**src/rtl/scb_pkg.sv**
```systemverilog
// Shared definitions for the stream scoreboard: FSM states and FP32 field layout.
// Latency: n/a (package only).
// Backpressure: n/a (package only).
package scb_pkg;

  // Scoreboard run phases.
  typedef enum logic [1:0] {
    ST_IDLE   = 2'd0,
    ST_RUN    = 2'd1,
    ST_DRAIN  = 2'd2,
    ST_FINISH = 2'd3
  } scb_state_e;

  // IEEE-754 single-precision field positions.
  localparam int FP32_SIGN_BIT = 31;
  localparam int FP32_EXP_MSB  = 30;
  localparam int FP32_EXP_LSB  = 23;
  localparam int FP32_MAN_MSB  = 22;
  localparam int FP32_MAN_LSB  = 0;

  // Drain counter is wide enough for the largest legal LATENCY (64).
  localparam int DRAIN_CNT_W = 7;

endpackage

```
**src/rtl/scb_delay_line.sv**
```systemverilog
// Fixed-depth shift register of {valid, payload} entries; MSB of the entry is the valid bit.
// Latency: LATENCY cycles from entry_i to entry_o.
// Backpressure: none; shifts every cycle unconditionally.
module scb_delay_line #(
  parameter int WIDTH   = 33,
  parameter int LATENCY = 4
) (
  input  logic             clk_i,
  input  logic             rst_ni,
  input  logic [WIDTH-1:0] entry_i,
  output logic [WIDTH-1:0] entry_o
);

  logic [LATENCY-1:0] vld_q;
  logic [WIDTH-2:0]   dat_q [LATENCY];

  // Valid bits are reset so nothing stale is ever checked after reset.
  always_ff @(posedge clk_i or negedge rst_ni) begin
    if (!rst_ni) begin
      vld_q <= '0;
    end else begin
      vld_q[0] <= entry_i[WIDTH-1];
      for (int i = 1; i < LATENCY; i++) begin
        vld_q[i] <= vld_q[i-1];
      end
    end
  end

  // Payload is qualified by the valid bit, so it needs no reset.
  always_ff @(posedge clk_i) begin
    dat_q[0] <= entry_i[WIDTH-2:0];
    for (int i = 1; i < LATENCY; i++) begin
      dat_q[i] <= dat_q[i-1];
    end
  end

  assign entry_o = {vld_q[LATENCY-1], dat_q[LATENCY-1]};

endmodule

```
**src/rtl/stream_scoreboard.sv**
```systemverilog
// Checks a DUT output stream against golden values delayed by the DUT pipeline depth.
// Latency: word checked LATENCY cycles after DATA_EN; MISMATCH/counters update one cycle later.
// Backpressure: none; optional macro SCB_ULP_TOL_EN enables FP32 mantissa tolerance.
module stream_scoreboard
  import scb_pkg::*;
#(
  parameter int WIDTH   = 32,
  parameter int LATENCY = 4,
  parameter int CNT_W   = 16,
  parameter int ULP_TOL = 1
) (
  input  logic             CLK,
  input  logic             RST_n,
  input  logic             DATA_EN,
  input  logic [WIDTH-1:0] EXP_IN,
  input  logic             END_SIM,
  input  logic [WIDTH-1:0] DIN,
  output logic             MISMATCH,
  output logic [CNT_W-1:0] CHK_CNT,
  output logic [CNT_W-1:0] ERR_CNT,
  output logic             DONE,
  output logic             PASS
);

  localparam logic [CNT_W-1:0]       CNT_MAX    = '1;
  localparam logic [DRAIN_CNT_W-1:0] DRAIN_LAST = DRAIN_CNT_W'(LATENCY - 1);

  scb_state_e             state_q;
  logic [DRAIN_CNT_W-1:0] drain_q;
  logic                   done_q;
  logic                   pass_q;
  logic                   mismatch_q;
  logic [CNT_W-1:0]       chk_cnt_q, chk_cnt_d;
  logic [CNT_W-1:0]       err_cnt_q, err_cnt_d;

  logic                   entry_vld;
  logic [WIDTH:0]         entry_in;
  logic [WIDTH:0]         entry_out;
  logic                   chk_vld;
  logic [WIDTH-1:0]       chk_exp;
  logic                   word_ok;
  logic                   word_bad;

  // New stimulus is only accepted before the drain phase begins; the word that
  // arrives together with END_SIM is still taken.
  assign entry_vld = DATA_EN && ((state_q == ST_IDLE) || (state_q == ST_RUN));
  assign entry_in  = {entry_vld, EXP_IN};

  scb_delay_line #(
    .WIDTH   (WIDTH + 1),
    .LATENCY (LATENCY)
  ) u_delay_line (
    .clk_i   (CLK),
    .rst_ni  (RST_n),
    .entry_i (entry_in),
    .entry_o (entry_out)
  );

  assign chk_vld = entry_out[WIDTH] && (state_q != ST_FINISH);
  assign chk_exp = entry_out[WIDTH-1:0];

`ifdef SCB_ULP_TOL_EN
  localparam logic [31:0] ULP_TOL_V = 32'(ULP_TOL);
  logic [31:0] man_got, man_exp, man_diff;

  // Sign and exponent must agree exactly; mantissas may differ by up to ULP_TOL.
  always_comb begin
    man_got  = 32'(DIN[FP32_MAN_MSB:FP32_MAN_LSB]);
    man_exp  = 32'(chk_exp[FP32_MAN_MSB:FP32_MAN_LSB]);
    man_diff = (man_got >= man_exp) ? (man_got - man_exp) : (man_exp - man_got);
    word_ok  = (DIN[FP32_SIGN_BIT] == chk_exp[FP32_SIGN_BIT]) &&
               (DIN[FP32_EXP_MSB:FP32_EXP_LSB] == chk_exp[FP32_EXP_MSB:FP32_EXP_LSB]) &&
               (man_diff <= ULP_TOL_V);
  end
`else
  // Exact bit-for-bit equality.
  assign word_ok = (DIN == chk_exp);
`endif

  assign word_bad = chk_vld && !word_ok;

  // Saturating next-state for the check and error counters.
  always_comb begin
    chk_cnt_d = chk_cnt_q;
    err_cnt_d = err_cnt_q;
    if (chk_vld) begin
      if (chk_cnt_q != CNT_MAX) chk_cnt_d = chk_cnt_q + CNT_W'(1);
      if (!word_ok && (err_cnt_q != CNT_MAX)) err_cnt_d = err_cnt_q + CNT_W'(1);
    end
  end

  // Counter and mismatch-pulse registers.
  always_ff @(posedge CLK or negedge RST_n) begin
    if (!RST_n) begin
      chk_cnt_q  <= '0;
      err_cnt_q  <= '0;
      mismatch_q <= 1'b0;
    end else begin
      chk_cnt_q  <= chk_cnt_d;
      err_cnt_q  <= err_cnt_d;
      mismatch_q <= word_bad;
    end
  end

  // Run-phase FSM with registered DONE/PASS; PASS uses the error count that
  // includes any check landing on the final drain cycle.
  always_ff @(posedge CLK or negedge RST_n) begin
    if (!RST_n) begin
      state_q <= ST_IDLE;
      drain_q <= '0;
      done_q  <= 1'b0;
      pass_q  <= 1'b0;
    end else begin
      case (state_q)
        ST_IDLE: begin
          if (END_SIM)      state_q <= ST_DRAIN;
          else if (DATA_EN) state_q <= ST_RUN;
        end
        ST_RUN: begin
          if (END_SIM) state_q <= ST_DRAIN;
        end
        ST_DRAIN: begin
          if (drain_q == DRAIN_LAST) begin
            state_q <= ST_FINISH;
            done_q  <= 1'b1;
            pass_q  <= (err_cnt_d == '0);
          end else begin
            drain_q <= drain_q + DRAIN_CNT_W'(1);
          end
        end
        ST_FINISH: begin
          state_q <= ST_FINISH;
        end
        default: state_q <= ST_IDLE;
      endcase
    end
  end

  assign MISMATCH = mismatch_q;
  assign CHK_CNT  = chk_cnt_q;
  assign ERR_CNT  = err_cnt_q;
  assign DONE     = done_q;
  assign PASS     = pass_q;

endmodule
```
**config.mk**
```make
export PLATFORM = sky130hd
export DESIGN_NAME = stream_scoreboard
export DESIGN_NICKNAME = d
export VERILOG_FILES = /design/src/rtl/scb_pkg.sv /design/src/rtl/scb_delay_line.sv /design/src/rtl/stream_scoreboard.sv
export SDC_FILE = /design/constraint.sdc
export NUM_CORES = 1
export LEC_CHECK = 0
export ABC_CLOCK_PERIOD_IN_PS = 2130
export BUFFER_PORTS_ARGS = -buffer_cell sky130_fd_sc_hd__buf_2
export CAP_MARGIN = 40
export CORE_MARGIN = 2
export CORE_UTILIZATION = 48
export CTS_CLUSTER_DIAMETER = 60
export DETAILED_ROUTE_END_ITERATION = 10
export PLACE_DENSITY = 0.82
export SLEW_MARGIN = 0
export SYNTH_ARGS = -nofsm -noshare
export SYNTH_HDL_FRONTEND = slang
export SYNTH_SLANG_ARGS = --single-unit
```
**constraint.sdc**
```tcl
create_clock -name CLK -period 2.13 [get_ports CLK]
set_clock_uncertainty 0.05 [all_clocks]
set_input_delay 0.1065 -clock CLK [delete_from_list [all_inputs] [get_ports CLK]]
set_output_delay 0.1065 -clock CLK [all_outputs]
set_load 0.05 [all_outputs]
```
* Word level (Yosys, flattened, before mapping) *
Memories as Yosys holds them, arrays and structs flattened.
Index checks and enable logic that the tools add are counted.

cells by class
  add/subtract/negate cells = 3
  bitwise gates (word level) = 1
  multipliers = 0
  divide/modulo/power cells = 0
  multiplexer cells = 7
  reduce and logical (&&, ||, !) cells = 12
  equal/unequal tests = 11
  order comparisons = 0
  shift-type cells = 0

operators with widths
  operator                 count
  $add A16 B1 Y16 const B  2
  $eq A32 B32 Y1           1
  $mux W16                 2
  $ne A16 B16 Y1 const B   2
  $logic_not A16 Y1        1
  $mux W2                  4
  $pmux W2 S4              1
  $add A7 B1 Y7 const B    1
  $eq A7 B2 Y1 const B     1
  $ne A2 B2 Y1 const B     3
  $reduce_and A2 Y1        3
  $eq A2 B2 Y1 const B     2
  $logic_and A1 B1 Y1      4
  $ne A3 B3 Y1 const B     1
  $reduce_and A3 Y1        1
  $eq A2 B1 Y1 const B     1
  $logic_not A2 Y1         1
  $logic_not A1 Y1         1
  $logic_or A1 B1 Y1       1
  $not A1 Y1               1

word-level totals
  word-level logic and storage cells = 43
  bits in registers = 48
  bits in read-only memories = 0
  memories = 1
  input port bits = 68
  RAM bits = 128
  latch bits = 0

memory list
  name                depth  bits a word  read ports  clocked after memory_dff  write ports  line                  source
  u_delay_line.dat_q  4      32           4           0                         4            scb_delay_line.sv:15  logic [WIDTH-2:0] dat_q [LATENCY];

* Longest topological paths before layout *
Gate-level depths: netlist of run 1.

  word-level depth = 6
  mapped depth = 10
  mapped depth without buffers = 9

* Hierarchy *
Synthesis of run 1 repeated with hierarchy kept, for this count alone.

second synthesis, totals
  cells, all modules = 378
  area total of the unflattened synthesis = 5258.8 um^2

modules (own cells, without submodules)
  module             cells each  seq. area each (um^2)  area an instance (um^2)  instances
  scb_delay_line     133         2662.6                 2670.1                   1
  stream_scoreboard  245         1101.1                 2588.7                   1

* Worst setup path after synthesis of run 1 *
OpenSTA, ideal clock, no wires.

  path type = register to register
  start point = register err_cnt_q[0], in the netlist ERR_CNT[0]
  end point = register pass_q, in the netlist PASS
  stages on the path, launching flop included = 10
  required time = 2.004 ns
  arrival time = 2.457 ns
  path slack = -0.453 ns
  setup time = 0.076 ns
  path buffers = 0
  path through = dfrtp_1 > ha_1 > nand2_1 > nor3_2 > nand3_1 > a21oi_1 > mux2_4 > nand3b_1 > a2111o_1 > o21ai_1

on the way
  cells in the longest elaborated chain, start to end = 5
  elaborated cells between the ends (all ways) = 6
  those cells by class = add/sub (1); eq/ne (1); mux (2); reduce/logical (2)

ends and longest elaborated chain
  item                                                     line                      source
  from (decl)                                              stream_scoreboard.sv:34   logic [CNT_W-1:0] err_cnt_q, err_cnt_d;
  from (signal assigned)                                   stream_scoreboard.sv:100  err_cnt_q <= err_cnt_d;
  branches (longest 2 deep; another with $add A16 B1 Y16)  --
  $mux W16 (*)                                             stream_scoreboard.sv:88   if (!word_ok && (err_cnt_q != CNT_MAX)) err_cnt_d = err_cnt_q + CNT_W'(1);
  $mux W16 (*)                                             stream_scoreboard.sv:86   if (chk_vld) begin
  named net err_cnt_d[12]                                  stream_scoreboard.sv:34
  $logic_not A16 Y1 (*)                                    stream_scoreboard.sv:126  pass_q <= (err_cnt_d == '0);
  to (signal assigned)                                     stream_scoreboard.sv:126
  to (decl)                                                stream_scoreboard.sv:31   logic pass_q;

Mark *: on every way through the listed nets, which the timed path passes.
A chain may end at the register's enable or synchronous reset.

* Final worst setup path of run 1 *
  start point = register err_cnt_q[3], in the netlist ERR_CNT[3]
  end point = register pass_q, in the netlist PASS

Same word-level chain as after synthesis.

==> impl_metrics.csv, run 1 <==
group,metric,value,unit
floorplanning,chipHeight,109,um
route,num_vias,3605,
placed_design,portBuffers,102,
placed_design,gp_congestion,0.928,
final_layout,nFillCells,735,
synthesis,synthSimpleGateAreaFrac,12.5,%
cts,cts_buffers,17,
synthesis,muxShareOfSynthArea,1.41,%
setup_path,worst_r2r_endpoint,"PASS",
synthesis,yosysTopAreaCellShare,48.8,%
grt,grt_pass1_vias,3915,
final_layout,layout.cells.non_filler,741,
setup_path,reg2reg_slack,-0.16,ns
cts,clock-root-buffer,"clkbuf_8",
route,dr.pass1.iters,5,
setup_path,cp_data_required_time,2.52,ns
timing,worst_slew_pin_slew,0.627,ns
timing,rsz0062_at_grt,"true",
floorplanning,start_util,48.9,%
placed_design,dp_hpwl,7500,um
setup_path,r2r_start,"ERR_CNT[3]",
final_layout,final_nets,659,
floorplanning,fp.dieW,109,um
pwr,peakVddDrop,0.898,mV
synthesis,postSynthCellCount,386,
pwr,power.density,977,mW/mm^2
cts,clock_latency,0.52,ns
synthesis,synthTopCellsByArea,"dfxtp_1, dfrtp_1, xnor2_1, xor2_1, nand4_1",
route,drt_iter0_drc,249,
timing,setup_viol,1,
floorplanning,ios,103,
timing,slew_viol_final,0,
synthesis,synth.cell_area,0.00525,mm^2
setup_path,endpoint_kind,"flop",
setup_path,cp_max_fo,6,
status,violations,"setup timing",
synthesis,syn-num-nets,457,
timing,worst_slack,-0.163,ns
timing,period_share,108,%
cts,htreeDepth,4,
synthesis,ys_async_sr_fraction,27.3,%
floorplanning,die_area,0.0118,mm^2
synthesis,synth_fa_ha_area_share,0.715,%
route,wl_per_cell,15.0,um
setup_path,r2r_cells,8,
route,final_antenna_net_count,0,
synthesis,synth_xor_xnor_area_share,10.3,%
timing,hold_violations,0,
cts,cts.sinks,176,
hold_path,hold_class,"in -> async",
synthesis,synth.distinct_cells,49,
grt,overflow,0,
cts,cts_tree,"yes",
grt,grt_use_total,20.4,%
cts,path_clk_slew,0.07,ns
route,avgViaCountPerCell,4.87,
synthesis,yosys.area.top_type,"dfxtp_1",
setup_path,critPathKind,"reg -> reg",
synthesis,synth_seq_area_share,71.7,%
job,maxCapViolations,0,
timing,period_minus_slack,2.29,ns
route,routed_wl,11100,um
status,status,"finished, violations left",
synthesis,synth_top_family_by_area,"simple AND/OR/NAND/NOR gates",
final_layout,antennaDiodeCount,0,
synthesis,synth_edf_count,0,
synthesis,synth-seq-cells,176,
floorplanning,placeableCoreArea,0.0107,mm^2
setup_path,critPathArrivalTime,2.69,ns
synthesis,syn_area_per_cell,13.6,um^2
synthesis,ys.flop_type,"dfxtp_1",
placed_design,place_inst,673,
placed_design,post-place-ws,-0.244,ns
timing,max_freq,436,MHz
cts,clk_path_buf_depth,2,
floorplanning,rows,38,
final_layout,syn2layout_area_growth,40.2,%
synthesis,synth_common_cells,"dfxtp_1, dfrtp_1, xnor2_1",
pwr,cellLeakagePower,3.23,nW
timing,max-slew-margin-rel,58.2,%
timing,tns,-0.163,ns
final_layout,fin_util,68.5,%
grt,grt_max_degree,28,
final_layout,layout-drive-gt1-share,39.3,%
route,remaining_drc_errors,0,
synthesis,yosys_warnings,0,
grt,grt_pass1_wl,18000,um
setup_path,start_kind,"flop",
grt,antenna_found_initial,0,
synthesis,synth_most_common_cell,"dfxtp_1",
synthesis,synth_compound_area_share,2.81,%
==> worst max-delay path, cell delays in order, from the launching register on <==
cell and delay (ns):
dfrtp_2 0.43, nand3_2 0.16, nor3_4 0.30, nand3_1 0.14, a21oi_2 0.14, mux2_4 0.33, nand3b_1 0.19, a2111o_1 0.36
o21ai_1 0.12
==> cells by family after synthesis <==
group	after synthesis
XOR/XNOR	62
multiplexers	6
adder cells (fa/ha/maj)	3
AND/OR/NAND/NOR	114
AO/OA/AOI/OAI	20
buffers and inverters	5
flip-flops	176
==> cell usage in the layout (no fill, tap or decap), types with 5 or more instances in the layout <==
cell type      count
and3_1             5
buf_2            102
buf_4             49
clkbuf_16         17
dfrtp_1           25
dfrtp_2           23
dfxtp_1          127
dlygate4sd3_1     35
nand2_1           21
nand3_1           12
nand4_1           17
nor2_1            15
nor3_1             7
xnor2_1           47
xor2_1            14
==> final cells by class <==
type                            instances  area, um^2  share of cell area (%)
Multi-Input combinational cell        205        1550                    21.1
Timing Repair Buffer                  186        1230                    16.7
Tap cell                              140         175                    2.38
Clock inverter                         13         159                    2.16
Clock buffer                           19         443                    6.02
Inverter                                2        7.51                   0.102
Sequential cell                       176        3790                    51.6
==> worst max path at each step <==
| stage | start | slack (ns) | depth (start not counted) | to |
|---|---|---|---|---|
| 2_1_floorplan | ERR_CNT[0] | -0.13 | 9 | PASS |
| 3_3_place_gp | u_delay_line.dat_q[3][12] | -0.13 | 8 | PASS |
| 3_5_place_dp | u_delay_line.dat_q[3][22] | -0.24 | 9 | PASS |
| 4_1_cts | u_delay_line.dat_q[3][4] | -0.15 | 9 | PASS |
| 5_1_grt | u_delay_line.dat_q[3][3] | -0.26 | 9 | PASS |
| 6_report | ERR_CNT[3] | -0.16 | 8 | PASS |
==> registers in the layout, indices dropped and copies added (netlist names) <==
register,flops
PASS,1
u_delay_line.dat_q,128
ERR_CNT,16
DONE,1
CHK_CNT,16
MISMATCH,1
u_delay_line.vld_q,4
state_q,2
drain_q,7
==> per-layer routing <==
layer	vias up	global-route usage [%]	part of all wire, %
met5	-	0	0
met4	0	10.1	3.1
met3	34	6.15	5.9
met2	151	36.4	52
met1	1704	21.7	39
li1	1716	-	-
==> report_power, final <==
part           internal (mW)  switching [mW]  leakage [nW]
clock network           1.69            1.37         0.292
logic                  0.247           0.278          1.29
registers               3.50          0.0993          1.65
total                   5.44            1.75          3.23
==> stage by stage <==
step	area, um^2	total power, mW	hold slack, ns
final	7360	7.19	0.0818
after global routing	7360	7.46	0.134
after CTS	7340	7.25	0.0706
after detailed placement	6370	4.15	0.101
after global placement	6370	4.11	0.0893
after floorplan	5350	3.93	-0.239
==> timing repair <==
| item | 4_1_cts | 5_1_grt |
|---|---|---|
| hold endpoints to repair | 60 | 0 |
| hold buffers | 35 | 0 |
| gates resized for setup | 4 | 2 |
| setup endpoints to repair | 1 | 11 |
| gates cloned | 0 | 0 |
| pin swaps | 13 | 4 |
| buffers inserted | 0 | 1 |
(Power assumes the default switching activity.)
==> run 2: changes to the inputs <==
--- a/config.mk
+++ b/config.mk
@@ -13,6 +13,7 @@
 export CTS_CLUSTER_DIAMETER = 60
 export DETAILED_ROUTE_END_ITERATION = 10
 export PLACE_DENSITY = 0.82
+export REMOVE_ABC_BUFFERS = 1
 export SLEW_MARGIN = 0
 export SYNTH_ARGS = -nofsm -noshare
 export SYNTH_HDL_FRONTEND = slang
==> impl_metrics.csv, run 2 (synthesis gave the netlist of run 1 again) <==
group,metric,value,unit
placed_design,post-place-ws,-0.207,ns
cts,htreeDepth,4,
setup_path,critPathArrivalTime,2.64,ns
grt,grt_use_total,19.9,%
route,routed_wl,11000,um
placed_design,portBuffers,102,
grt,grt_pass1_vias,3796,
job,maxCapViolations,0,
final_layout,final_nets,666,
floorplanning,die_area,0.0118,mm^2
setup_path,start_kind,"flop",
timing,slew_viol_final,0,
route,final_antenna_net_count,0,
setup_path,endpoint_kind,"flop",
route,num_vias,3566,
route,wl_per_cell,14.7,um
timing,setup_viol,1,
pwr,power.density,959,mW/mm^2
final_layout,syn2layout_area_growth,40.8,%
timing,hold_ws,0.0817,ns
timing,worst_slack,-0.151,ns
route,dr.pass1.iters,4,
timing,max-slew-margin-rel,58.1,%
pwr,cellLeakagePower,3.31,nW
floorplanning,start_util,48.9,%
grt,grt_max_degree,30,
pwr,peakVddDrop,0.768,mV
timing,tns,-0.151,ns
grt,overflow,0,
timing,period_share,107,%
timing,hold_violations,0,
placed_design,place_area,0.00629,mm^2
timing,worst_slew_pin_slew,0.628,ns
final_layout,largest_reg_flops,128,
final_layout,nFillCells,747,
grt,antenna_found_initial,0,
timing,period_minus_slack,2.28,ns
timing,max_freq,438,MHz
final_layout,layout-drive-gt1-share,37.8,%
floorplanning,placeableCoreArea,0.0107,mm^2
route,remaining_drc_errors,0,
cts,cts.sinks,176,
final_layout,stdcell_area,0.00739,mm^2
timing,rsz0062_at_grt,"true",
status,status,"finished, violations left",
final_layout,layout_common_cells,"dfxtp_1, buf_2, buf_4",
final_layout,layout_commonest_cell,"dfxtp_1",
cts,path_clk_slew,0.07,ns
floorplanning,fp.dieW,109,um
cts,cts_buffers,17,
setup_path,critPathKind,"reg -> reg",
grt,grt_pass1_wl,17500,um
floorplanning,rows,38,
setup_path,cp_max_fo,9,
floorplanning,ios,103,
cts,clock_latency,0.53,ns
placed_design,dp_hpwl,7360,um
cts,clk_path_buf_depth,2,
route,avgViaCountPerCell,4.77,
placed_design,gp_congestion,0.942,
hold_path,hold_class,"in -> async",
status,violations,"setup timing",
final_layout,antennaDiodeCount,0,
cts,cts_tree,"yes",
setup_path,cp_data_required_time,2.49,ns
final_layout,regMostFlops,"u_delay_line.dat_q",
route,drt_iter0_drc,144,
cts,clock-root-buffer,"clkbuf_8",
floorplanning,chipHeight,109,um
## run 2: final cells by class
cell class              count  area (um^2)  area share (%)
flip-flops and latches    176         3770            50.9
multi-input cells         205         1570            21.2
repair buffers            193         1290            17.5
clock buffers              17          414            5.60
well taps                 140          175            2.37
clock inverters            15          170            2.30
inverters                   2         7.51           0.102
## run 2: path summary, 6_finish.rpt
kind	from	cells after the start	end	slack, ns
setup / recovery	u_delay_line.dat_q[3][9]	10	PASS	-0.15
hold / removal	RST_n	2	ERR_CNT[5]	0.08
setup reg to reg	u_delay_line.dat_q[3][9]	10	PASS	-0.15
hold reg to reg	u_delay_line.dat_q[1][13]	0	u_delay_line.dat_q[2][13]	0.28
max in group asynchronous	RST_n	3	state_q[0]	1.33
min in group CLK	EXP_IN[5]	2	u_delay_line.dat_q[0][5]	0.15
## run 2: report_power, final
| group | leakage, nW | switching, mW | internal (mW) |
|---|---|---|---|
| Clock | 0.287 | 1.40 | 1.52 |
| Combinational | 1.35 | 0.298 | 0.270 |
| Sequential | 1.67 | 0.0915 | 3.50 |
| Total | 3.31 | 1.79 | 5.30 |
## run 2: worst max-delay path, cell delays in order, from the launching register on
cell	delay, ns
dfxtp_1	0.31
xnor2_1	0.16
nand4_1	0.16
nor4_4	0.42
and2_4	0.23
buf_6	0.14
nor4b_2	0.06
buf_4	0.13
and4b_1	0.19
o2111ai_1	0.20
o21ai_1	0.10
## run 2: what timing repair did
item,CTS,global route
pin swaps,12,17
endpoints found under the setup margin,1,12
hold endpoints to repair,69,0
hold buffers,35,0
gates resized for setup,17,14
buffers inserted,3,3
## run 2: per-stage QoR
| stage | utilization, % | cells | total power, mW |
|---|---|---|---|
| floorplan | - | 383 | 3.92 |
| global placement | 58.6 | 675 | 4.12 |
| detailed placement | 58.6 | 675 | 4.15 |
| CTS | 68.1 | 745 | 7.13 |
| global route | 68.8 | 748 | 7.36 |
| finish | 68.8 | 748 | 7.09 |
## run 2: routing by layer
layer,track usage (%),wire length [um],up-vias
met5,0,0,-
met1,20.2,4110,1651
met3,5.91,645,34
li1,-,-,1737
met4,11.6,353,0
met2,36.1,5850,144
==> run 3: changes to the inputs <==
--- a/config.mk
+++ b/config.mk
@@ -5,16 +5,16 @@
 export SDC_FILE = /design/constraint.sdc
 export NUM_CORES = 1
 export LEC_CHECK = 0
+export ABC_AREA = 1
 export ABC_CLOCK_PERIOD_IN_PS = 2130
 export BUFFER_PORTS_ARGS = -buffer_cell sky130_fd_sc_hd__buf_2
 export CAP_MARGIN = 40
 export CORE_MARGIN = 2
-export CORE_UTILIZATION = 48
+export CORE_UTILIZATION = 49
 export CTS_CLUSTER_DIAMETER = 60
 export DETAILED_ROUTE_END_ITERATION = 10
-export PLACE_DENSITY = 0.82
+export PLACE_DENSITY = 0.83
 export REMOVE_ABC_BUFFERS = 1
-export SLEW_MARGIN = 0
 export SYNTH_ARGS = -nofsm -noshare
 export SYNTH_HDL_FRONTEND = slang
 export SYNTH_SLANG_ARGS = --single-unit
==> impl_metrics.csv, run 3 <==
group,metric,value,unit
synthesis,synth_compound_area_share,0.967,%
timing,setup_viol,1,
timing,worst_slack,-0.00210,ns
floorplanning,start_util,50.7,%
placed_design,post-place-ws,-0.00330,ns
timing,slew_viol_final,0,
setup_path,critPathArrivalTime,2.45,ns
grt,grt_max_degree,49,
setup_path,cp_cell_sequence,"ha_4 > nand3_4 > nor3_4 > nand4_2 > nand2_4 > inv_8 > nand3_2 > nand2_2 > nand2_2 > nand2_1 > inv_1 > nand2_2 > nor2_4 > nand3_2 > nand2_2",
setup_path,cp_max_fo,8,
setup_path,endpoint_kind,"flop",
route,avgViaCountPerCell,4.71,
synthesis,syn_area_per_cell,10.7,um^2
synthesis,synth_edf_count,0,
final_layout,stdcell_area,0.00747,mm^2
timing,max_freq,469,MHz
grt,grt_use_total,19.8,%
final_layout,regMostFlops,"u_delay_line.dat_q",
floorplanning,ios,103,
cts,cts_buffers,17,
setup_path,slowest_stage,"dfrtp_1",
floorplanning,chipHeight,111,um
pwr,power.density,924,mW/mm^2
final_layout,layout-drive-gt1-share,28.9,%
synthesis,ys.flop_type,"dfxtp_1",
timing,worst_slew_pin_slew,0.605,ns
setup_path,cp_data_required_time,2.44,ns
status,status,"finished, violations left",
route,final_antenna_net_count,0,
route,dr.pass1.iters,4,
cts,clock_latency,0.43,ns
synthesis,muxShareOfSynthArea,0.405,%
floorplanning,fp.dieW,111,um
timing,hold_ws,0.243,ns
status,violations,"setup timing",
synthesis,yosys_warnings,0,
floorplanning,die_area,0.0122,mm^2
placed_design,portBuffers,102,
grt,grt_pass1_wl,18900,um
cts,path_clk_slew,0.06,ns
setup_path,critPathMaxStageDelay,0.43,ns
final_layout,syn2layout_area_growth,34.2,%
grt,antenna_found_initial,0,
route,routed_wl,11700,um
route,drt_iter0_drc,156,
timing,period_minus_slack,2.13,ns
cts,cts_tree,"yes",
setup_path,start_kind,"flop",
synthesis,synth_xor_xnor_area_share,7.24,%
synthesis,synth.distinct_cells,30,
timing,rsz0062_at_grt,"true",
final_layout,fin_util,68.0,%
timing,hold_violations,0,
synthesis,synth_most_common_cell,"dfxtp_1",
synthesis,synth_common_cells,"dfxtp_1, nand2_1, inv_1",
final_layout,nFillCells,749,
route,num_vias,3971,
synthesis,synthTopCellsByArea,"dfxtp_1, dfrtp_1, nand2_1, xnor2_1, inv_1",
timing,max-slew-margin-rel,59.7,%
synthesis,synth-seq-cells,176,
setup_path,cp_common_cell,"nand2_2",
synthesis,synth_fa_ha_area_share,0.674,%
final_layout,layout_common_cells,"dfxtp_1, nand2_1, buf_2",
route,remaining_drc_errors,0,
cts,htreeDepth,4,
grt,grt_pass1_vias,4126,
final_layout,final_nets,761,
timing,period_share,100,%
synthesis,synth_top_family_by_area,"simple AND/OR/NAND/NOR gates",
final_layout,antennaDiodeCount,0,
setup_path,critPathKind,"reg -> reg",
hold_path,hold_class,"in -> reg",
final_layout,largest_reg_flops,128,
pwr,cellLeakagePower,3.55,nW
synthesis,yosys.area.top_type,"dfxtp_1",
job,maxCapViolations,0,
timing,tns,-0.00210,ns
grt,overflow,0,
synthesis,ys_async_sr_fraction,27.3,%
floorplanning,placeableCoreArea,0.0110,mm^2
synthesis,postSynthCellCount,520,
synthesis,synthSimpleGateAreaFrac,18.4,%
synthesis,yosysTopAreaCellShare,46.0,%
floorplanning,rows,38,
placed_design,gp_congestion,0.877,
cts,clk_path_buf_depth,2,
synthesis,synth.cell_area,0.00557,mm^2
placed_design,place_area,0.00627,mm^2
synthesis,synth_seq_area_share,67.6,%
final_layout,layout_commonest_cell,"dfxtp_1",
route,wl_per_cell,13.9,um
placed_design,dp_hpwl,7250,um
pwr,peakVddDrop,0.896,mV
cts,cts.sinks,176,
cts,clock-root-buffer,"clkbuf_16",
run 3: metrics by stage:
stage	power [mW]	cells
after floorplan	3.68	518
after global placement	3.79	766
after detailed placement	3.82	766
after CTS	6.91	836
after global routing	7.14	843
final	6.90	843
run 3: cells by family after synthesis:
kind of cell	count (synthesis)
adders and majority gates	3
and+or+nand+nor	218
xor gates and xnor gates	46
DFF	176
muxes	2
AOI/OAI and AO/OA	9
buffers and inverters	66
run 3: where the power goes:
group / total (mW) / internal [mW] / leakage [nW] / switching, mW
logic: 0.306 / 0.165 / 1.55 / 0.141
clock network: 3.09 / 1.72 / 0.298 / 1.36
registers: 3.51 / 3.45 / 1.70 / 0.0557
run 3: cell type report:
type,count,area [um^2],area share [%]
clock inverters,13,144,1.93
inverters,64,248,3.32
well taps,140,175,2.35
repair inverters,1,6.26,0.0838
repair buffers,152,973,13.0
flip-flops and latches,176,3760,50.4
clock buffers,19,453,6.06
multi-input cells,278,1700,22.8
run 3: timing repair:
action,in CTS,in global routing
endpoints found under the hold margin,82,0
buffers inserted,3,7
gates cloned,0,1
setup endpoints to repair,2,3
hold buffers,35,0
gates resized for setup,1,41
pin swaps,0,16
run 3: worst paths after layout:
path	from	to	cells after the start	slack, ns
setup / recovery	ERR_CNT[0]	PASS	15	-0.002
hold / removal	DIN[4]	MISMATCH	7	0.24
setup reg to reg	ERR_CNT[0]	PASS	15	-0.002
hold reg to reg	u_delay_line.dat_q[1][16]	u_delay_line.dat_q[2][16]	0	0.28
max in group asynchronous	RST_n	CHK_CNT[1]	3	1.33
min in group asynchronous	RST_n	ERR_CNT[5]	3	0.26
run 3: per-layer routing:
metal	track usage, %	vias up	part of all wire, %
met1	21.2	1864	38
li1	-	1951	-
met3	7.90	25	5.9
met5	0	-	0
met2	35.0	131	54
met4	7.83	0	1.9
run 3: critical path: cells and delay by family (launching register included):
kind                     cells  cell delay [ns]
adder cells (fa/ha/maj)      1             0.19
buffers and inverters        2             0.13
flip-flops                   1             0.43
AND/OR/NAND/NOR             12             1.26
